**src/rtl/ascon_round_ctrl.sv**
```systemverilog
// Ascon permutation round controller: sequences N rounds through an external
// round datapath. Optional abort port enabled with `define ASCON_CTRL_ABORT_EN.
module ascon_round_ctrl #(
  parameter int unsigned MAX_ROUNDS = 12,
  parameter int unsigned CNT_W      = 4
) (
  input  logic                 clk_i,
  input  logic                 rst_n_i,
  input  logic                 start_i,
  input  logic [CNT_W-1:0]     rounds_i,
  input  logic [4:0][63:0]     state_i,
  input  logic [4:0][63:0]     round_state_i,
  input  logic                 intr_clr_i,
`ifdef ASCON_CTRL_ABORT_EN
  input  logic                 abort_i,
`endif
  output logic [4:0][63:0]     state_o,
  output logic                 round_en_o,
  output logic [CNT_W-1:0]     round_idx_o,
  output logic                 update_state_o,
  output logic                 busy_o,
  output logic                 finished_o,
  output logic                 intr_o
);

  localparam logic [CNT_W-1:0] MAX_C = CNT_W'(MAX_ROUNDS);

  typedef enum logic [1:0] {IDLE, ROUND, DONE} fsm_e;

  fsm_e             fsm_q, fsm_d;
  logic [4:0][63:0] state_q, state_d;
  logic [CNT_W-1:0] cnt_q, cnt_d;
  logic [CNT_W-1:0] idx_q, idx_d;
  logic             fin_q, fin_d;
  logic             intr_q, intr_d;
  logic [CNT_W-1:0] eff_rounds;
  logic             abort_w;

`ifdef ASCON_CTRL_ABORT_EN
  assign abort_w = abort_i;
`else
  assign abort_w = 1'b0;
`endif

  assign eff_rounds = (rounds_i > MAX_C) ? MAX_C : rounds_i;

  always_ff @(posedge clk_i or negedge rst_n_i) begin
    if (!rst_n_i) begin
      fsm_q   <= IDLE;
      state_q <= '0;
      cnt_q   <= '0;
      idx_q   <= '0;
      fin_q   <= 1'b0;
      intr_q  <= 1'b0;
    end else begin
      fsm_q   <= fsm_d;
      state_q <= state_d;
      cnt_q   <= cnt_d;
      idx_q   <= idx_d;
      fin_q   <= fin_d;
      intr_q  <= intr_d;
    end
  end

  always_comb begin
    fsm_d          = fsm_q;
    state_d        = state_q;
    cnt_d          = cnt_q;
    idx_d          = idx_q;
    fin_d          = fin_q;
    intr_d         = intr_q;
    round_en_o     = 1'b0;
    update_state_o = 1'b0;
    // Clear first so that a DONE set below overrides a coincident clear.
    if (intr_clr_i) intr_d = 1'b0;
    unique case (fsm_q)
      IDLE: begin
        if (start_i) begin
          state_d = state_i;
          cnt_d   = eff_rounds;
          idx_d   = MAX_C - eff_rounds;
          fin_d   = 1'b0;
          fsm_d   = (eff_rounds == '0) ? DONE : ROUND;
        end
      end
      ROUND: begin
        if (abort_w) begin
          fin_d = 1'b0;
          fsm_d = IDLE;
        end else begin
          round_en_o = 1'b1;
          state_d    = round_state_i;
          idx_d      = idx_q + 1'b1;
          cnt_d      = cnt_q - 1'b1;
          if (cnt_q <= CNT_W'(1)) fsm_d = DONE;
        end
      end
      DONE: begin
        update_state_o = 1'b1;
        fin_d          = 1'b1;
        intr_d         = 1'b1;
        fsm_d          = IDLE;
      end
      default: fsm_d = IDLE;
    endcase
  end

  assign state_o     = state_q;
  assign round_idx_o = idx_q;
  assign busy_o      = (fsm_q != IDLE);
  assign finished_o  = fin_q;
  assign intr_o      = intr_q;

endmodule

```
**config.mk**
```make
export PLATFORM = sky130hd
export DESIGN_NAME = ascon_round_ctrl
export DESIGN_NICKNAME = d
export VERILOG_FILES = /design/src/rtl/ascon_round_ctrl.sv
export SDC_FILE = /design/constraint.sdc
export NUM_CORES = 1
export LEC_CHECK = 0
export BUFFER_PORTS_ARGS = -buffer_cell sky130_fd_sc_hd__buf_2
export CAP_MARGIN = 15
export CELL_PAD_IN_SITES_DETAIL_PLACEMENT = 1
export CELL_PAD_IN_SITES_GLOBAL_PLACEMENT = 2
export CORE_AREA = 5 5 379 381
export DETAILED_ROUTE_END_ITERATION = 16
export DIE_AREA = 0 0 384 386
export MAX_ROUTING_LAYER = met4
export PLACE_DENSITY = 0.57
export SYNTH_ARGS = -nofsm -noshare
export SYNTH_HDL_FRONTEND = slang
export SYNTH_SLANG_ARGS = --single-unit
```
**constraint.sdc**
```tcl
create_clock -name clk_i -period 1.4 [get_ports clk_i]
set_clock_uncertainty 0.15 [all_clocks]
set_input_delay 0.28 -clock clk_i [delete_from_list [all_inputs] [get_ports clk_i]]
set_output_delay 0.28 -clock clk_i [all_outputs]
set_load 0.03 [all_outputs]
```
==> run_summary.xml <==
<?xml version="1.0" encoding="UTF-8"?>
<metrics>
  <group name="cells_and_area">
    <metric name="post-route-cell-area" unit="µm²">40100</metric>
    <metric name="final_nets" unit="">4337</metric>
    <metric name="stdcell_count" unit="">5624</metric>
    <metric name="areaGrowthSynthToFinish" unit="%">161</metric>
    <metric name="final_util" unit="%">28.6</metric>
    <metric name="mostFrequentLayoutCells" unit="">buf_2 (688), dlygate4sd3_1 (647), nand2_1 (330)</metric>
    <metric name="final_layout_size_suffix_gt1_share" unit="%">51.0</metric>
    <metric name="layout.cells.most_common" unit="">buf_2</metric>
  </group>
  <group name="route">
    <metric name="route.antenna.remaining_nets" unit="">0</metric>
    <metric name="routed_via_count" unit="">21887</metric>
    <metric name="route.final.wire_length" unit="µm">130000</metric>
    <metric name="route.detailed.wl_per_inst" unit="µm">23.1</metric>
    <metric name="route.detailed.drc" unit="">0</metric>
    <metric name="drt_iter0_drc" unit="">773</metric>
    <metric name="detail_route.first_pass.iterations" unit="">5</metric>
    <metric name="drt-vias-per-instance" unit="">3.89</metric>
  </group>
  <group name="global_route">
    <metric name="via_count_of_the_first_global_routing_pass" unit="">23262</metric>
    <metric name="initial_antenna_violation_count" unit="">18</metric>
    <metric name="largest_net_degree_at_the_start_of_global_routing" unit="">50</metric>
    <metric name="grt_pass1_wl" unit="µm">156000</metric>
    <metric name="global_route.overflow_total" unit="">0</metric>
    <metric name="globalRouteTotalUtil" unit="%">14.6</metric>
  </group>
  <group name="yosys">
    <metric name="syn-cell-area" unit="µm²">15400</metric>
    <metric name="postSynthRegisterBits" unit="">332</metric>
    <metric name="syn_area_per_cell" unit="µm²">8.42</metric>
    <metric name="syn-instance-count" unit="">1824</metric>
    <metric name="synth_edf_count" unit="">0</metric>
    <metric name="yosys_warnings" unit="">0</metric>
    <metric name="synth_fp_nets" unit="">2476</metric>
    <metric name="synth_cell_types" unit="">33</metric>
    <metric name="postSynth.topFlopCell" unit="">dfrtp_1</metric>
    <metric name="synthArstFlopShare" unit="%">100</metric>
    <metric name="yosysSeqAreaShare" unit="%">54.1</metric>
  </group>
  <group name="timing">
    <metric name="worst_hold_slack" unit="ps">-16.9</metric>
    <metric name="max_slew_margin" unit="%">72.6</metric>
    <metric name="layout_setup_ws" unit="ps">-578</metric>
    <metric name="final_hold_viol_count" unit="">9</metric>
    <metric name="maxSlewViolCount" unit="">0</metric>
    <metric name="final_tns_setup" unit="ps">-215310</metric>
    <metric name="tightest_slew" unit="ps">408</metric>
    <metric name="fmaxAchievable" unit="MHz">506</metric>
    <metric name="rsz0062_at_grt" unit="">true</metric>
    <metric name="timing.final.setup_violations" unit="">659</metric>
    <metric name="finalWorstPathRequiredPeriod" unit="ps">1980</metric>
    <metric name="layout_worst_path_cycle_share" unit="%">141</metric>
  </group>
  <group name="worst_setup_path">
    <metric name="timing.critical_path.to_type" unit="">output pin</metric>
    <metric name="timing.reg2reg.worst_path_depth" unit="">7</metric>
    <metric name="critical_path_peak_fanout" unit="">3</metric>
    <metric name="worst_ep_arrival_time" unit="ps">1550</metric>
    <metric name="r2r-start" unit="">fsm_q[0]</metric>
    <metric name="startpoint" unit="">fsm_q[1]</metric>
    <metric name="worstSetupPathType" unit="">flip-flop to output pin</metric>
    <metric name="worstSetupStartpointType" unit="">flip-flop</metric>
    <metric name="timing.critical_path.required" unit="ps">970</metric>
  </group>
  <group name="power_and_ir_drop">
    <metric name="internal_power" unit="mW">53.8</metric>
    <metric name="power.sequential.fraction" unit="%">19.3</metric>
    <metric name="switching_share_of_total_power" unit="%">46.6</metric>
    <metric name="p_comb_share" unit="%">67.9</metric>
    <metric name="totalPowerFinal" unit="mW">101</metric>
    <metric name="power_frac_clock" unit="%">12.8</metric>
    <metric name="power_density" unit="nW/µm²">2510</metric>
    <metric name="p_switching" unit="mW">46.9</metric>
    <metric name="power.ir.vdd_worst" unit="µV">1170</metric>
    <metric name="static_power_due_to_leakage" unit="nW">18.1</metric>
  </group>
  <group name="clock_tree">
    <metric name="ctsHtreeMaxLevel" unit="">2</metric>
    <metric name="cts.hold.buffers_added" unit="">647</metric>
    <metric name="worst_skew_pair.late_latency" unit="ps">610</metric>
    <metric name="clock_sink_count" unit="">332</metric>
    <metric name="cts_buffer_count" unit="">48</metric>
    <metric name="clock_tree_from_tritoncts" unit="">yes</metric>
    <metric name="cts_root_buffer" unit="">clkbuf_16</metric>
    <metric name="clkSlewWorstSetupHoldPaths" unit="ps">70</metric>
    <metric name="ctsLongestPathBuffers" unit="">3</metric>
  </group>
  <group name="job">
    <metric name="maximum_capacitance_violations" unit="">0</metric>
  </group>
  <group name="placed_design">
    <metric name="global_placement_routability_congestion" unit="">0.846</metric>
    <metric name="dp_cells" unit="">4683</metric>
    <metric name="placed_cell_area" unit="µm²">23200</metric>
    <metric name="place.detailed.hpwl" unit="µm">77600</metric>
    <metric name="place_ws" unit="ps">-297</metric>
    <metric name="port_bufs" unit="">976</metric>
  </group>
  <group name="floorplan">
    <metric name="die_x" unit="µm">384</metric>
    <metric name="coreArea" unit="µm²">140000</metric>
    <metric name="floorplan.initialDensity" unit="%">11.0</metric>
    <metric name="die_area" unit="µm²">148000</metric>
    <metric name="floorplan.die.height" unit="µm">386</metric>
    <metric name="ios" unit="">977</metric>
    <metric name="fp-row-count" unit="">138</metric>
  </group>
  <group name="run_status">
    <metric name="outcome" unit="">complete, but fails checks</metric>
    <metric name="violations" unit="">hold timing, setup timing</metric>
  </group>
  <group name="hold_path">
    <metric name="class_of_the_tightest_hold_or_removal_check" unit="">input port to asynchronous set/reset pin</metric>
  </group>
</metrics>
[path summary, 6_finish.rpt]
check                          endpoint  slack (ps)
hold / removal             state_o[236]         -20
setup reg to reg           state_o[127]        -570
setup / recovery             round_en_o        -580
max in group asynchronous  state_o[130]         370
min in group clk_i             cnt_q[1]         110
hold reg to reg                cnt_q[3]         390
[area by class of cell]
| cell class | instances | area (µm²) |
|---|---|---|
| clock buffer | 73 | 1430 |
| sequential | 332 | 8340 |
| clock inverter | 11 | 163 |
| inverter | 10 | 50.0 |
| antenna | 15 | 37.5 |
| tap | 1890 | 2360 |
| timing repair buffer | 1957 | 18800 |
| multi-input combinational | 1336 | 9010 |
| fill | 16137 | 100000 |
[power groups by stage]
stage          combinational, mW  clock [mW]  sequential, mW
3_5_place_dp                39.0           0            18.1
2_1_floorplan               14.1           0            27.0
6_report                    68.4        12.9            19.5
3_3_place_gp                38.8           0            18.0
4_1_cts                     53.5        13.4            19.0
5_1_grt                     71.7        13.8            20.0
[layer usage]
metal	part of all wire, %	GRT usage [%]
met5	0	-
met3	6.1	3.65
met4	4.2	5.51
met2	51	25.2
met1	39	16.4
[synth_stat cells, types with 2 or more instances]
| library cell | n | area (µm²) |
|---|---|---|
| a32oi_1 | 3 | 26.3 |
| clkbuf_1 | 3 | 11.3 |
| nand2_1 | 649 | 2440 |
| o221ai_1 | 3 | 26.3 |
| a21oi_1 | 2 | 10.0 |
| nor2_1 | 324 | 1220 |
| a31oi_1 | 321 | 2010 |
| dfrtp_1 | 332 | 8310 |
| buf_6 | 37 | 417 |
| nor2b_1 | 2 | 12.5 |
| buf_4 | 29 | 218 |
| buf_2 | 77 | 385 |
| nor3b_1 | 2 | 15.0 |
| inv_1 | 9 | 33.8 |
| nand2b_1 | 2 | 12.5 |
| ha_1 | 4 | 50.1 |
| nand3_1 | 2 | 10.0 |
| o21ai_0 | 7 | 35.0 |
| nor3_1 | 2 | 10.0 |
[registers in the layout (all words and copies together) (netlist names)]
register / count
state_o: 320
cnt_q: 4
round_idx_o: 4
fsm_q: 2
finished_o: 1
intr_o: 1
[critical path, cell delays in order (launching register included)]
cell and delay (ps):
dfrtp_1 400, nand2b_4 200, clkinv_8 70, buf_12 130, buf_8 130
[kinds of logic after synthesis]
family | count (synthesis) | synth area share (%)
XOR/XNOR | 1 | 0.0570
flip-flops | 332 | 54.1
adder cells (fa/ha/maj) | 4 | 0.326
buffers and inverters | 156 | 6.99
AND/OR/NAND/NOR | 985 | 24.3
AO/OA/AOI/OAI | 346 | 14.3
[repair_timing]
action / in CTS / in global routing
setup endpoints to repair: 659 / 659
gates cloned: 28 / 69
resized for setup: 791 / 740
hold endpoints to repair: 659 / 17
setup buffers: 67 / 54
pin swaps: 130 / 431
Note: power is estimated with default switching activity, not from simulation.
